<file path="src/rtl/gemm_fifo_writer_if.sv">
// rtl/gemm_fifo_writer_if.sv - request, scratchpad read and GEMM FIFO write signals of the FIFO writer
interface gemm_fifo_writer_if #(
  parameter int ROW_W   = 64,
  parameter int ROW_S_W = 2,
  parameter int ADDR_W  = 10
);
  logic                     req_valid;
  logic                     req_ready;
  logic                     req_new_weight;
  logic [ADDR_W-1:0]        req_weight_base;
  logic [ADDR_W-1:0]        req_input_base;
  logic [ADDR_W-1:0]        req_partial_base;

  logic                     sram_ren;
  logic [ADDR_W-1:0]        sram_raddr;
  logic                     sram_rvalid;
  logic [ROW_W-1:0]         sram_rdata;

  logic                     gemmFIFO0_WEN;
  logic                     gemmFIFO1_WEN;
  logic                     gemmFIFO2_WEN;
  logic                     gemmFIFO3_WEN;
  logic [ROW_S_W+ROW_W-1:0] gemmFIFO0_wdata;
  logic [ROW_S_W+ROW_W-1:0] gemmFIFO1_wdata;
  logic [ROW_S_W+ROW_W-1:0] gemmFIFO2_wdata;
  logic [ROW_S_W+ROW_W-1:0] gemmFIFO3_wdata;
  logic                     gemmFIFO0_full;
  logic                     gemmFIFO1_full;
  logic                     gemmFIFO2_full;
  logic                     gemmFIFO3_full;

  logic                     busy;

  modport master (
    input  req_valid, req_new_weight, req_weight_base, req_input_base, req_partial_base,
    input  sram_rvalid, sram_rdata,
    input  gemmFIFO0_full, gemmFIFO1_full, gemmFIFO2_full, gemmFIFO3_full,
    output req_ready, sram_ren, sram_raddr,
    output gemmFIFO0_WEN, gemmFIFO1_WEN, gemmFIFO2_WEN, gemmFIFO3_WEN,
    output gemmFIFO0_wdata, gemmFIFO1_wdata, gemmFIFO2_wdata, gemmFIFO3_wdata,
    output busy
  );

  modport slave (
    output req_valid, req_new_weight, req_weight_base, req_input_base, req_partial_base,
    output sram_rvalid, sram_rdata,
    output gemmFIFO0_full, gemmFIFO1_full, gemmFIFO2_full, gemmFIFO3_full,
    input  req_ready, sram_ren, sram_raddr,
    input  gemmFIFO0_WEN, gemmFIFO1_WEN, gemmFIFO2_WEN, gemmFIFO3_WEN,
    input  gemmFIFO0_wdata, gemmFIFO1_wdata, gemmFIFO2_wdata, gemmFIFO3_wdata,
    input  busy
  );
endinterface

</file>
<file path="src/rtl/gemm_fifo_writer.sv">
// rtl/gemm_fifo_writer.sv - fetches weight/input/partial rows from scratchpad into the GEMM FIFOs, then a descriptor
module gemm_fifo_writer #(
  parameter int ROWS    = 4,
  parameter int ROW_W   = 64,
  parameter int ROW_S_W = 2,
  parameter int ADDR_W  = 10
) (
  input  logic                CLK,
  input  logic                nRST,
  gemm_fifo_writer_if.master  bus
);
  localparam int WD_W = ROW_S_W + ROW_W;

  typedef enum logic [2:0] {IDLE, ISSUE, WAIT, PUSH, DESC} state_t;
  typedef enum logic [1:0] {PH_WEIGHT, PH_INPUT, PH_PARTIAL} phase_t;

  state_t             r_state, w_state;
  phase_t             r_phase, w_phase;
  logic [ROW_S_W-1:0] r_row, w_row;
  logic [ROW_W-1:0]   r_buf, w_buf;
  logic [ADDR_W-1:0]  r_wbase, w_wbase;
  logic [ADDR_W-1:0]  r_ibase, w_ibase;
  logic [ADDR_W-1:0]  r_pbase, w_pbase;
  logic               r_new_weight, w_new_weight;

  logic [ADDR_W-1:0]  w_base;
  logic [WD_W-1:0]    w_row_word;
  logic               w_full;
  logic               w_last_row;

  always_ff @(posedge CLK) begin
    if (!nRST) begin
      r_state      <= IDLE;
      r_phase      <= PH_WEIGHT;
      r_row        <= '0;
      r_buf        <= '0;
      r_wbase      <= '0;
      r_ibase      <= '0;
      r_pbase      <= '0;
      r_new_weight <= 1'b0;
    end else begin
      r_state      <= w_state;
      r_phase      <= w_phase;
      r_row        <= w_row;
      r_buf        <= w_buf;
      r_wbase      <= w_wbase;
      r_ibase      <= w_ibase;
      r_pbase      <= w_pbase;
      r_new_weight <= w_new_weight;
    end
  end

  always_comb begin
    w_state      = r_state;
    w_phase      = r_phase;
    w_row        = r_row;
    w_buf        = r_buf;
    w_wbase      = r_wbase;
    w_ibase      = r_ibase;
    w_pbase      = r_pbase;
    w_new_weight = r_new_weight;

    bus.req_ready       = (r_state == IDLE);
    bus.busy            = (r_state != IDLE);
    bus.sram_ren        = 1'b0;
    bus.sram_raddr      = '0;
    bus.gemmFIFO0_WEN   = 1'b0;
    bus.gemmFIFO1_WEN   = 1'b0;
    bus.gemmFIFO2_WEN   = 1'b0;
    bus.gemmFIFO3_WEN   = 1'b0;
    bus.gemmFIFO0_wdata = '0;
    bus.gemmFIFO1_wdata = '0;
    bus.gemmFIFO2_wdata = '0;
    bus.gemmFIFO3_wdata = '0;

    case (r_phase)
      PH_WEIGHT: begin w_base = r_wbase; w_full = bus.gemmFIFO0_full; end
      PH_INPUT:  begin w_base = r_ibase; w_full = bus.gemmFIFO1_full; end
      default:   begin w_base = r_pbase; w_full = bus.gemmFIFO2_full; end
    endcase
    w_row_word = {r_row, r_buf};
    w_last_row = (r_row == ROW_S_W'(ROWS - 1));

    case (r_state)
      IDLE: begin
        if (bus.req_valid) begin
          w_wbase      = bus.req_weight_base;
          w_ibase      = bus.req_input_base;
          w_pbase      = bus.req_partial_base;
          w_new_weight = bus.req_new_weight;
          w_row        = '0;
          w_phase      = bus.req_new_weight ? PH_WEIGHT : PH_INPUT;
          w_state      = ISSUE;
        end
      end
      ISSUE: begin
        bus.sram_ren   = 1'b1;
        bus.sram_raddr = w_base + ADDR_W'(r_row);
        w_state        = WAIT;
      end
      WAIT: begin
        if (bus.sram_rvalid) begin
          w_buf   = bus.sram_rdata;
          w_state = PUSH;
        end
      end
      PUSH: begin
        // wdata is presented during stalls too, so the FIFO sees it stable until the write lands
        case (r_phase)
          PH_WEIGHT: begin bus.gemmFIFO0_wdata = w_row_word; bus.gemmFIFO0_WEN = !w_full; end
          PH_INPUT:  begin bus.gemmFIFO1_wdata = w_row_word; bus.gemmFIFO1_WEN = !w_full; end
          default:   begin bus.gemmFIFO2_wdata = w_row_word; bus.gemmFIFO2_WEN = !w_full; end
        endcase
        if (!w_full) begin
          if (!w_last_row) begin
            w_row   = r_row + ROW_S_W'(1);
            w_state = ISSUE;
          end else begin
            w_row = '0;
            case (r_phase)
              PH_WEIGHT: begin w_phase = PH_INPUT;   w_state = ISSUE; end
              PH_INPUT:  begin w_phase = PH_PARTIAL; w_state = ISSUE; end
              default:   w_state = DESC;
            endcase
          end
        end
      end
      DESC: begin
        bus.gemmFIFO3_wdata = {{(WD_W-1){1'b0}}, r_new_weight};
        if (!bus.gemmFIFO3_full) begin
          bus.gemmFIFO3_WEN = 1'b1;
          w_state           = IDLE;
        end
      end
      default: w_state = IDLE;
    endcase
  end
endmodule

</file>
<file path="src/flat_wrapper.sv">
// flat-port wrapper written by rule: the top's interface ports become plain ports
module gemm_fifo_writer_flat 
#(
  parameter int ROWS    = 4,
  parameter int ROW_W   = 64,
  parameter int ROW_S_W = 2,
  parameter int ADDR_W  = 10
)
  (CLK, nRST, bus_req_valid, bus_req_new_weight, bus_req_weight_base, bus_req_input_base, bus_req_partial_base, bus_sram_rvalid, bus_sram_rdata, bus_gemmFIFO0_full, bus_gemmFIFO1_full, bus_gemmFIFO2_full, bus_gemmFIFO3_full, bus_req_ready, bus_sram_ren, bus_sram_raddr, bus_gemmFIFO0_WEN, bus_gemmFIFO1_WEN, bus_gemmFIFO2_WEN, bus_gemmFIFO3_WEN, bus_gemmFIFO0_wdata, bus_gemmFIFO1_wdata, bus_gemmFIFO2_wdata, bus_gemmFIFO3_wdata, bus_busy);
  gemm_fifo_writer_if #(.ROW_W(ROW_W), .ROW_S_W(ROW_S_W), .ADDR_W(ADDR_W)) bus_i ();
  input  logic CLK;
  input  logic nRST;
  input wire logic [$bits(bus_i.req_valid)-1:0] bus_req_valid;
  input wire logic [$bits(bus_i.req_new_weight)-1:0] bus_req_new_weight;
  input wire logic [$bits(bus_i.req_weight_base)-1:0] bus_req_weight_base;
  input wire logic [$bits(bus_i.req_input_base)-1:0] bus_req_input_base;
  input wire logic [$bits(bus_i.req_partial_base)-1:0] bus_req_partial_base;
  input wire logic [$bits(bus_i.sram_rvalid)-1:0] bus_sram_rvalid;
  input wire logic [$bits(bus_i.sram_rdata)-1:0] bus_sram_rdata;
  input wire logic [$bits(bus_i.gemmFIFO0_full)-1:0] bus_gemmFIFO0_full;
  input wire logic [$bits(bus_i.gemmFIFO1_full)-1:0] bus_gemmFIFO1_full;
  input wire logic [$bits(bus_i.gemmFIFO2_full)-1:0] bus_gemmFIFO2_full;
  input wire logic [$bits(bus_i.gemmFIFO3_full)-1:0] bus_gemmFIFO3_full;
  output wire logic [$bits(bus_i.req_ready)-1:0] bus_req_ready;
  output wire logic [$bits(bus_i.sram_ren)-1:0] bus_sram_ren;
  output wire logic [$bits(bus_i.sram_raddr)-1:0] bus_sram_raddr;
  output wire logic [$bits(bus_i.gemmFIFO0_WEN)-1:0] bus_gemmFIFO0_WEN;
  output wire logic [$bits(bus_i.gemmFIFO1_WEN)-1:0] bus_gemmFIFO1_WEN;
  output wire logic [$bits(bus_i.gemmFIFO2_WEN)-1:0] bus_gemmFIFO2_WEN;
  output wire logic [$bits(bus_i.gemmFIFO3_WEN)-1:0] bus_gemmFIFO3_WEN;
  output wire logic [$bits(bus_i.gemmFIFO0_wdata)-1:0] bus_gemmFIFO0_wdata;
  output wire logic [$bits(bus_i.gemmFIFO1_wdata)-1:0] bus_gemmFIFO1_wdata;
  output wire logic [$bits(bus_i.gemmFIFO2_wdata)-1:0] bus_gemmFIFO2_wdata;
  output wire logic [$bits(bus_i.gemmFIFO3_wdata)-1:0] bus_gemmFIFO3_wdata;
  output wire logic [$bits(bus_i.busy)-1:0] bus_busy;
  assign bus_i.req_valid = bus_req_valid;
  assign bus_i.req_new_weight = bus_req_new_weight;
  assign bus_i.req_weight_base = bus_req_weight_base;
  assign bus_i.req_input_base = bus_req_input_base;
  assign bus_i.req_partial_base = bus_req_partial_base;
  assign bus_i.sram_rvalid = bus_sram_rvalid;
  assign bus_i.sram_rdata = bus_sram_rdata;
  assign bus_i.gemmFIFO0_full = bus_gemmFIFO0_full;
  assign bus_i.gemmFIFO1_full = bus_gemmFIFO1_full;
  assign bus_i.gemmFIFO2_full = bus_gemmFIFO2_full;
  assign bus_i.gemmFIFO3_full = bus_gemmFIFO3_full;
  assign bus_req_ready = bus_i.req_ready;
  assign bus_sram_ren = bus_i.sram_ren;
  assign bus_sram_raddr = bus_i.sram_raddr;
  assign bus_gemmFIFO0_WEN = bus_i.gemmFIFO0_WEN;
  assign bus_gemmFIFO1_WEN = bus_i.gemmFIFO1_WEN;
  assign bus_gemmFIFO2_WEN = bus_i.gemmFIFO2_WEN;
  assign bus_gemmFIFO3_WEN = bus_i.gemmFIFO3_WEN;
  assign bus_gemmFIFO0_wdata = bus_i.gemmFIFO0_wdata;
  assign bus_gemmFIFO1_wdata = bus_i.gemmFIFO1_wdata;
  assign bus_gemmFIFO2_wdata = bus_i.gemmFIFO2_wdata;
  assign bus_gemmFIFO3_wdata = bus_i.gemmFIFO3_wdata;
  assign bus_busy = bus_i.busy;
  gemm_fifo_writer #(.ROWS(ROWS), .ROW_W(ROW_W), .ROW_S_W(ROW_S_W), .ADDR_W(ADDR_W)) u_core (.CLK(CLK), .nRST(nRST), .bus(bus_i));
endmodule
</file>
<file path="config.mk">
export PLATFORM = sky130hd
export DESIGN_NAME = gemm_fifo_writer_flat
export DESIGN_NICKNAME = d
export VERILOG_FILES = /design/src/rtl/gemm_fifo_writer_if.sv /design/src/rtl/gemm_fifo_writer.sv /design/src/flat_wrapper.sv
export SDC_FILE = /design/constraint.sdc
export NUM_CORES = 1
export LEC_CHECK = 0
export ABC_AREA = 1
export CORE_AREA = 2 2 149 151
export DETAILED_ROUTE_END_ITERATION = 12
export DIE_AREA = 0 0 151 153
export GPL_ROUTABILITY_DRIVEN = 0
export PLACE_DENSITY = 0.71
export SYNTH_ARGS = -nofsm -noshare
export SYNTH_HDL_FRONTEND = slang
export SYNTH_SLANG_ARGS = --single-unit
</file>
<file path="constraint.sdc">
create_clock -name CLK -period 3.5 [get_ports CLK]
set_input_delay 0.7 -clock CLK [delete_from_list [all_inputs] [get_ports CLK]]
set_output_delay 0.7 -clock CLK [all_outputs]
set_load 0.005 [all_outputs]
</file>
==> results.ini, run 1 <==
[run_status]
status = finished clean

[sta]
final-hold-violation-count = 0
fin_crit_ns = 3.40
hold_ws_ns = 0.454
setup_violations = 0
slew_viol_final = 0
fmax_mhz = 294
tightest_slew_ns = 0.634
fin_skew_ns = 0.00951
rsz0062_at_grt = yes
relSlewSlack_pct = 57.5
fin_crit_sh_pct = 97.1

[clock_tree]
hold_buffers = 0
cts_tree = yes
insertion_delay_ns = 0.34
clock_path_buffers = 2
cts_buffers = 9
cts_max_level = 3
clkSinkCount = 102
cts_root_buf = clkbuf_16
path_clk_slew_ns = 0.08

[hold_path]
worstHoldPathType = reg -> reg
worst_hold_startpoint = u_core.r_pbase[7]$_SDFFE_PN0P_
whs_path_depth = 2
min_to = u_core.r_pbase[7]$_SDFFE_PN0P_

[drt]
routed-wl-met2_microns = 9550
drt-initial-drc-count = 282
vias = 6355
route.met3.wl_microns = 1490
vias_per_cell = 4.35
drc = 0
dr.pass1.iters = 5
met1_length_microns = 8520
wl_per_cell_microns = 13.6
top_layer_used = met4
antenna_left = 0
wirelength_microns = 19800

[layout]
final_nets = 1281
area_delta_synth_final_pct = 63.1
finalNonFillerCells = 1460
fill_cells = 2176
stdcell_area_sq_um = 9240
drive_gt1_share_pct = 5.85

[grt]
grt_max_degree = 56
grt-ovfl-total = 0
grtUsageTotal_pct = 16.5
grt_pass1_vias = 6122
antenna_found_initial = 1
grt_pass1_wl_microns = 30500

[worst_setup_path]
rrSetupSlack_ns = 1.47
crit_type = reg -> out
rr_worst_depth = 7
arrival_ns = 2.70
r2r-start = u_core.r_state[1]$_SDFFE_PN0P_
cp_max_fo = 8
required_ns = 2.80
reg2reg_to = u_core.r_buf[21]$_SDFFE_PN0P_
cp-start-kind = flop
crit_path_end_kind = output port

[run]
max_cap_violations = 0

[logic_synthesis]
synth_edf_count = 0
postSynthCellCount = 881
yosysTopAreaCell = dfxtp_1
ys.warnings.count = 0
ys.flop_type = dfxtp_1
yosys-top-cells-area = dfxtp_1 36%, nor2_1 15%, a21oi_1 9.6%, buf_4 8.6%, o21ai_0 7.6%
yosys.area.top_type_share_pct = 36.0
ys_seq_elements = 102
yosysSeqAreaShare_pct = 36.0
syn-cell-area_sq_um = 5670
synth_most_common_cell = nor2_1
synth.distinct_cells = 31
synth_common_cells = 232 x nor2_1, 109 x a21oi_1, 106 x inv_1
syn_area_per_cell_sq_um = 6.43
synthArstFlopShare_pct = 0

[power_and_ir_drop]
irDropWorstVdd_uv = 229
powerDensity_nw_per_um2 = 389
p_leak_nw = 3.35

[placed_design]
dp_hpwl_microns = 15200
portBuffers = 318
place_area_sq_um = 8860
placed_cells = 1440

[floorplan]
die_h_microns = 153
rows = 54
chipWidth_microns = 151
core_sq_um = 21500
dieArea_sq_um = 23100
io_pins = 384
initial_core_util_pct = 26.4

==> through the flow <==
stage	utilization, %	setup TNS [ns]	worst slack, ns	power [mW]
final	43.0	0	0.103	3.59
after CTS	42.8	0	0.00927	3.62
after floorplan	-	0	0.807	2.16
after global routing	43.0	-0.0141	-0.0141	3.83
after global placement	41.2	0	0.354	2.53
after detailed placement	41.2	0	0.237	2.55
==> worst max path at each step <==
stage | from | to | slack (ns)
CTS | u_core.r_phase[1]$_SDFFE_PN0P_ | bus_sram_raddr[8] | 0.009
detailed placement | u_core.r_phase[1]$_SDFFE_PN0P_ | bus_sram_raddr[8] | 0.24
finish | u_core.r_phase[1]$_SDFFE_PN0P_ | bus_sram_raddr[7] | 0.10
global placement | u_core.r_phase[1]$_SDFFE_PN0P_ | bus_sram_raddr[8] | 0.35
global route | u_core.r_phase[1]$_SDFFE_PN0P_ | bus_sram_raddr[7] | -0.01
floorplan | u_core.r_phase[1]$_SDFFE_PN0P_ | bus_sram_raddr[8] | 0.81
==> state kept, by name (all words and copies together) (netlist names) <==
register             cells
u_core.r_state           3
u_core.r_phase           2
u_core.r_buf            64
u_core.r_wbase          10
u_core.r_ibase          10
u_core.r_row             2
u_core.r_new_weight      1
u_core.r_pbase          10
==> critical path: stages (launching register included) <==
cell and delay (ns):
dfxtp_4 0.36, inv_4 0.08, nand2_2 0.05, buf_4 0.16, o21a_1 0.20, ha_1 0.30
a21oi_1 0.07, or2_1 0.27, nor2_2 0.16, xnor2_1 0.08, nor2_1 0.09, clkdlybuf4s50_1 0.52
==> kinds of logic after synthesis <==
group	synth area share, %
AO/OA/AOI/OAI	18.6
XOR/XNOR	0.155
adder cells (fa/ha/maj)	1.02
buffers and inverters	20.2
flip-flops	36.0
other	0.0662
AND/OR/NAND/NOR	24.0
==> placed cells by master (no fill, tap or decap), types with 10 or more instances in the layout <==
| cell type | instances |
|---|---|
| nand3_1 | 11 |
| clkdlybuf4s50_1 | 313 |
| buf_4 | 17 |
| inv_1 | 105 |
| o21ai_0 | 86 |
| o21ai_1 | 10 |
| nor2_1 | 231 |
| conb_1 | 65 |
| a21oi_1 | 109 |
| nand2_1 | 62 |
| dfxtp_1 | 100 |
==> power by group <==
part | switching [mW] | leakage (nW) | internal [mW]
logic | 0.717 | 2.36 | 0.437
clock network | 0.451 | 0.149 | 0.597
registers | 0.0651 | 0.833 | 1.33
==> cell type report <==
type	count	area [sq um]	area share [%]
Timing Repair Buffer	337	3360	36.3
Multi-Input combinational cell	614	2760	29.8
Sequential cell	102	2050	22.2
Inverter	110	415	4.50
Tap cell	280	350	3.79
Clock buffer	12	256	2.78
Clock inverter	4	55.1	0.596
Antenna cell	1	2.50	0.0271
==> metal layers <==
| layer | vias up | global-route usage (%) |
|---|---|---|
| met2 | 270 | 29.1 |
| met5 | - | 0 |
| met4 | 0 | 4.63 |
| met3 | 15 | 3.61 |
| met1 | 2877 | 20.1 |
| li1 | 3193 | - |
==> timing repair <==
item / CTS / global route
pin swaps: 1 / 1
endpoints found under the setup margin: 2 / 6
buffers inserted: 3 / 0
cloned: 0 / 0
gates resized for setup: 4 / 11
(Power assumes the default switching activity.)
==> run 2: changes to the inputs <==
- CORE_AREA: 2 2 149 151 -> 2 2 151 153
- DIE_AREA: 0 0 151 153 -> 0 0 153 155
- PLACE_DENSITY: 0.71 -> 0.72
- clock period: 3.5 -> 3.1 ns (I/O delays scaled with it)
==> run 2 against run 1 <==
  * Global-route usage decreased by 0.22 points
  * Utilization decreased by 0.64 points
  * Via count increased by 0.65%
  * Clock skew about the same
  * Non-clock buffer count increased by 18
  * Die area increased by 2.6%
  * Routed wire length increased by 2.6%
  * Power increased by 13%
  * Clock power increased by 5%
  * Worst hold slack improved by 0.0020 ns
  * Combinational power increased by 22%
  * Largest cell class unchanged
  * Register-to-register slack got worse by 0.28 ns
==> results.ini, run 2 (synthesis gave the netlist of run 1 again) <==
[run_status]
status = finished clean

[clock_tree]
hold_buffers = 0  ; unchanged
path_clk_slew_ns = 0.07  ; about the same
clock_path_buffers = 2  ; unchanged
clkSinkCount = 102  ; unchanged
cts_tree = yes
cts_max_level = 3  ; unchanged
cts_buffers = 9  ; unchanged
insertion_delay_ns = 0.35  ; about the same
cts_root_buf = clkbuf_16

[worst_setup_path]
cp-start-kind = flop
cp_num_cells = 12  ; +1
required_ns = 2.48  ; -0.32 ns
max_stage_delay_ns = 0.36  ; -0.16 ns
crit_family = buffers and inverters
crit_chain = inv_4 -> nand2_4 -> buf_6 -> o21a_4 -> ha_4 -> a21oi_2 -> or2_1 -> buf_6 -> nor2_4 -> xnor2_1 -> nor2_1 -> dlygate4sd2_1
path_common_cell = buf_6
cp_max_fo = 4  ; -4
crit_type = reg -> out
rr_worst_depth = 6  ; -1
cp_slowest_cell = dfxtp_4
path_buf_inv = 4  ; +1
arrival_ns = 2.43  ; -0.27 ns
crit_path_end_kind = output port

[drt]
route.met3.wl_microns = 1400  ; -5.9%
wl_per_cell_microns = 13.7  ; +1.1%
antenna_left = 0  ; unchanged
dr.pass1.iters = 5  ; unchanged
vias = 6396  ; +0.65%
drc = 0  ; unchanged
vias_per_cell = 4.32  ; -0.85%
wirelength_microns = 20400  ; +2.6%
drt-initial-drc-count = 394  ; +40%
top_layer_used = met4
routed-wl-met2_microns = 9840  ; +3.1%
met1_length_microns = 8880  ; +4.2%

[layout]
final_common_cell = clkdlybuf4s50_1
regMostFlops = u_core.r_buf
fill_cells = 2297  ; +5.6%
largest_reg_flops = 64  ; unchanged
n_antenna_cell = 0  ; -1
final_nets = 1299  ; +1.4%
area_delta_synth_final_pct = 66.2
drive_gt1_share_pct = 9.02  ; +3.2 points
final_cell_mix = 309 x clkdlybuf4s50_1, 225 x nor2_1, 106 x a21oi_1, 103 x inv_1, 100 x dfxtp_1

[run]
max_cap_violations = 0  ; unchanged

[floorplan]
rows = 55  ; +1.9%
chipWidth_microns = 153  ; +1.3%
io_pins = 384  ; unchanged
initial_core_util_pct = 25.5  ; -0.88 points
die_h_microns = 155  ; +1.3%
core_sq_um = 22200  ; +3.5%
dieArea_sq_um = 23700  ; +2.6%

[power_and_ir_drop]
p_total_mw = 4.08  ; +13%
p_leak_nw = 3.41  ; +1.8%
powerDensity_nw_per_um2 = 433  ; +11%
irDropWorstVdd_uv = 259  ; +13%

[sta]
rsz0062_at_grt = yes
setup_tns_ns = 0  ; unchanged
fin_skew_ns = 0.00983  ; +0.000327 ns
hold_ws_ns = 0.456  ; +0.00202 ns
setup_ws_ns = 0.0549  ; -0.0477 ns
final-hold-violation-count = 0  ; unchanged
tightest_slew_ns = 0.511  ; -0.123 ns
relSlewSlack_pct = 65.9  ; +8.4 points
fmax_mhz = 328
fin_crit_ns = 3.05
fin_crit_sh_pct = 98.2
setup_violations = 0  ; unchanged
slew_viol_final = 0  ; unchanged

[placed_design]
portBuffers = 318  ; unchanged
dp_hpwl_microns = 15200  ; +0.15%
place_ws_ns = -0.0335  ; -0.271 ns

[grt]
grtUsageTotal_pct = 16.3  ; -0.22 points
antenna_found_initial = 0  ; -1
grt_pass1_vias = 5988  ; -2.2%
grt-ovfl-total = 0  ; unchanged
grt_max_degree = 60  ; +7.1%
grt_pass1_wl_microns = 31000  ; +1.7%

[hold_path]
worstHoldPathType = reg -> reg
whs_path_depth = 2  ; unchanged

[run 2: cell count changes in the layout (fill, tap and decap cells not counted), sizes merged]
| cell | change |
|---|---|
| bufinv | -1 |
| buf | +19 |
| dlygate4sd2 | +3 |
| diode | -1 |
| clkbuf | +2 |
| dlymetal6s2s | -4 |
| clkdlybuf4s50 | -4 |
| inv | +3 |
[run 2: path summary, 6_finish.rpt]
check	slack [ns]	start	end
worst max register to register	1.19	u_core.r_state[1]$_SDFFE_PN0P_	u_core.r_buf[15]$_SDFFE_PN0P_
worst min-delay path	0.46	u_core.r_ibase[9]$_SDFFE_PN0P_	u_core.r_ibase[9]$_SDFFE_PN0P_
worst min register to register	0.46	u_core.r_ibase[9]$_SDFFE_PN0P_	u_core.r_ibase[9]$_SDFFE_PN0P_
worst max-delay path	0.05	u_core.r_phase[1]$_SDFFE_PN0P_	bus_sram_raddr[7]
[run 2: where the power goes]
part	total (mW)	internal (mW)	switching [mW]	leakage, nW
registers	1.57	1.50	0.0710	0.833
logic	1.40	0.554	0.849	2.43
clock network	1.10	0.573	0.531	0.140
total	4.08	2.62	1.45	3.41
[run 2: cell type report]
cell class	instances	area (sq um)	area share [%]
well taps	285	357	3.79
multi-input cells	614	2830	30.1
repair buffers	355	3480	37.0
clock inverters	6	43.8	0.465
flip-flops and latches	102	2050	21.7
inverters	110	415	4.41
clock buffers	10	239	2.54
[run 2: per-layer routing]
layer | vias to the layer above | global-route usage [%]
met5 | - | 0
met2 | 277 | 28.6
met1 | 2876 | 20.3
met4 | 0 | 4.67
li1 | 3230 | -
met3 | 13 | 3.43
[run 2: repair_timing]
action,4_1_cts,5_1_grt
gates resized for setup,21,34
setup buffers,11,4
pin swaps,6,11
endpoints found under the setup margin,8,61
[run 2: worst register-to-register path: stages, from the launching register on]
cell and delay (ns):
dfxtp_1 0.44, inv_2 0.07, nor3_2 0.27, nand2_4 0.37
buf_12 0.32, o21ai_0 0.27, a21oi_1 0.07
[run 2: through the flow]
step                      utilization, %  std cells  instance area [sq um]
final                               42.4       1482                   9420
after global routing                42.4       1482                   9420
after CTS                           41.8       1479                   9300
after detailed placement            40.1       1452                   8920
after global placement              40.1       1452                   8920
after floorplan                        -        945                   5910
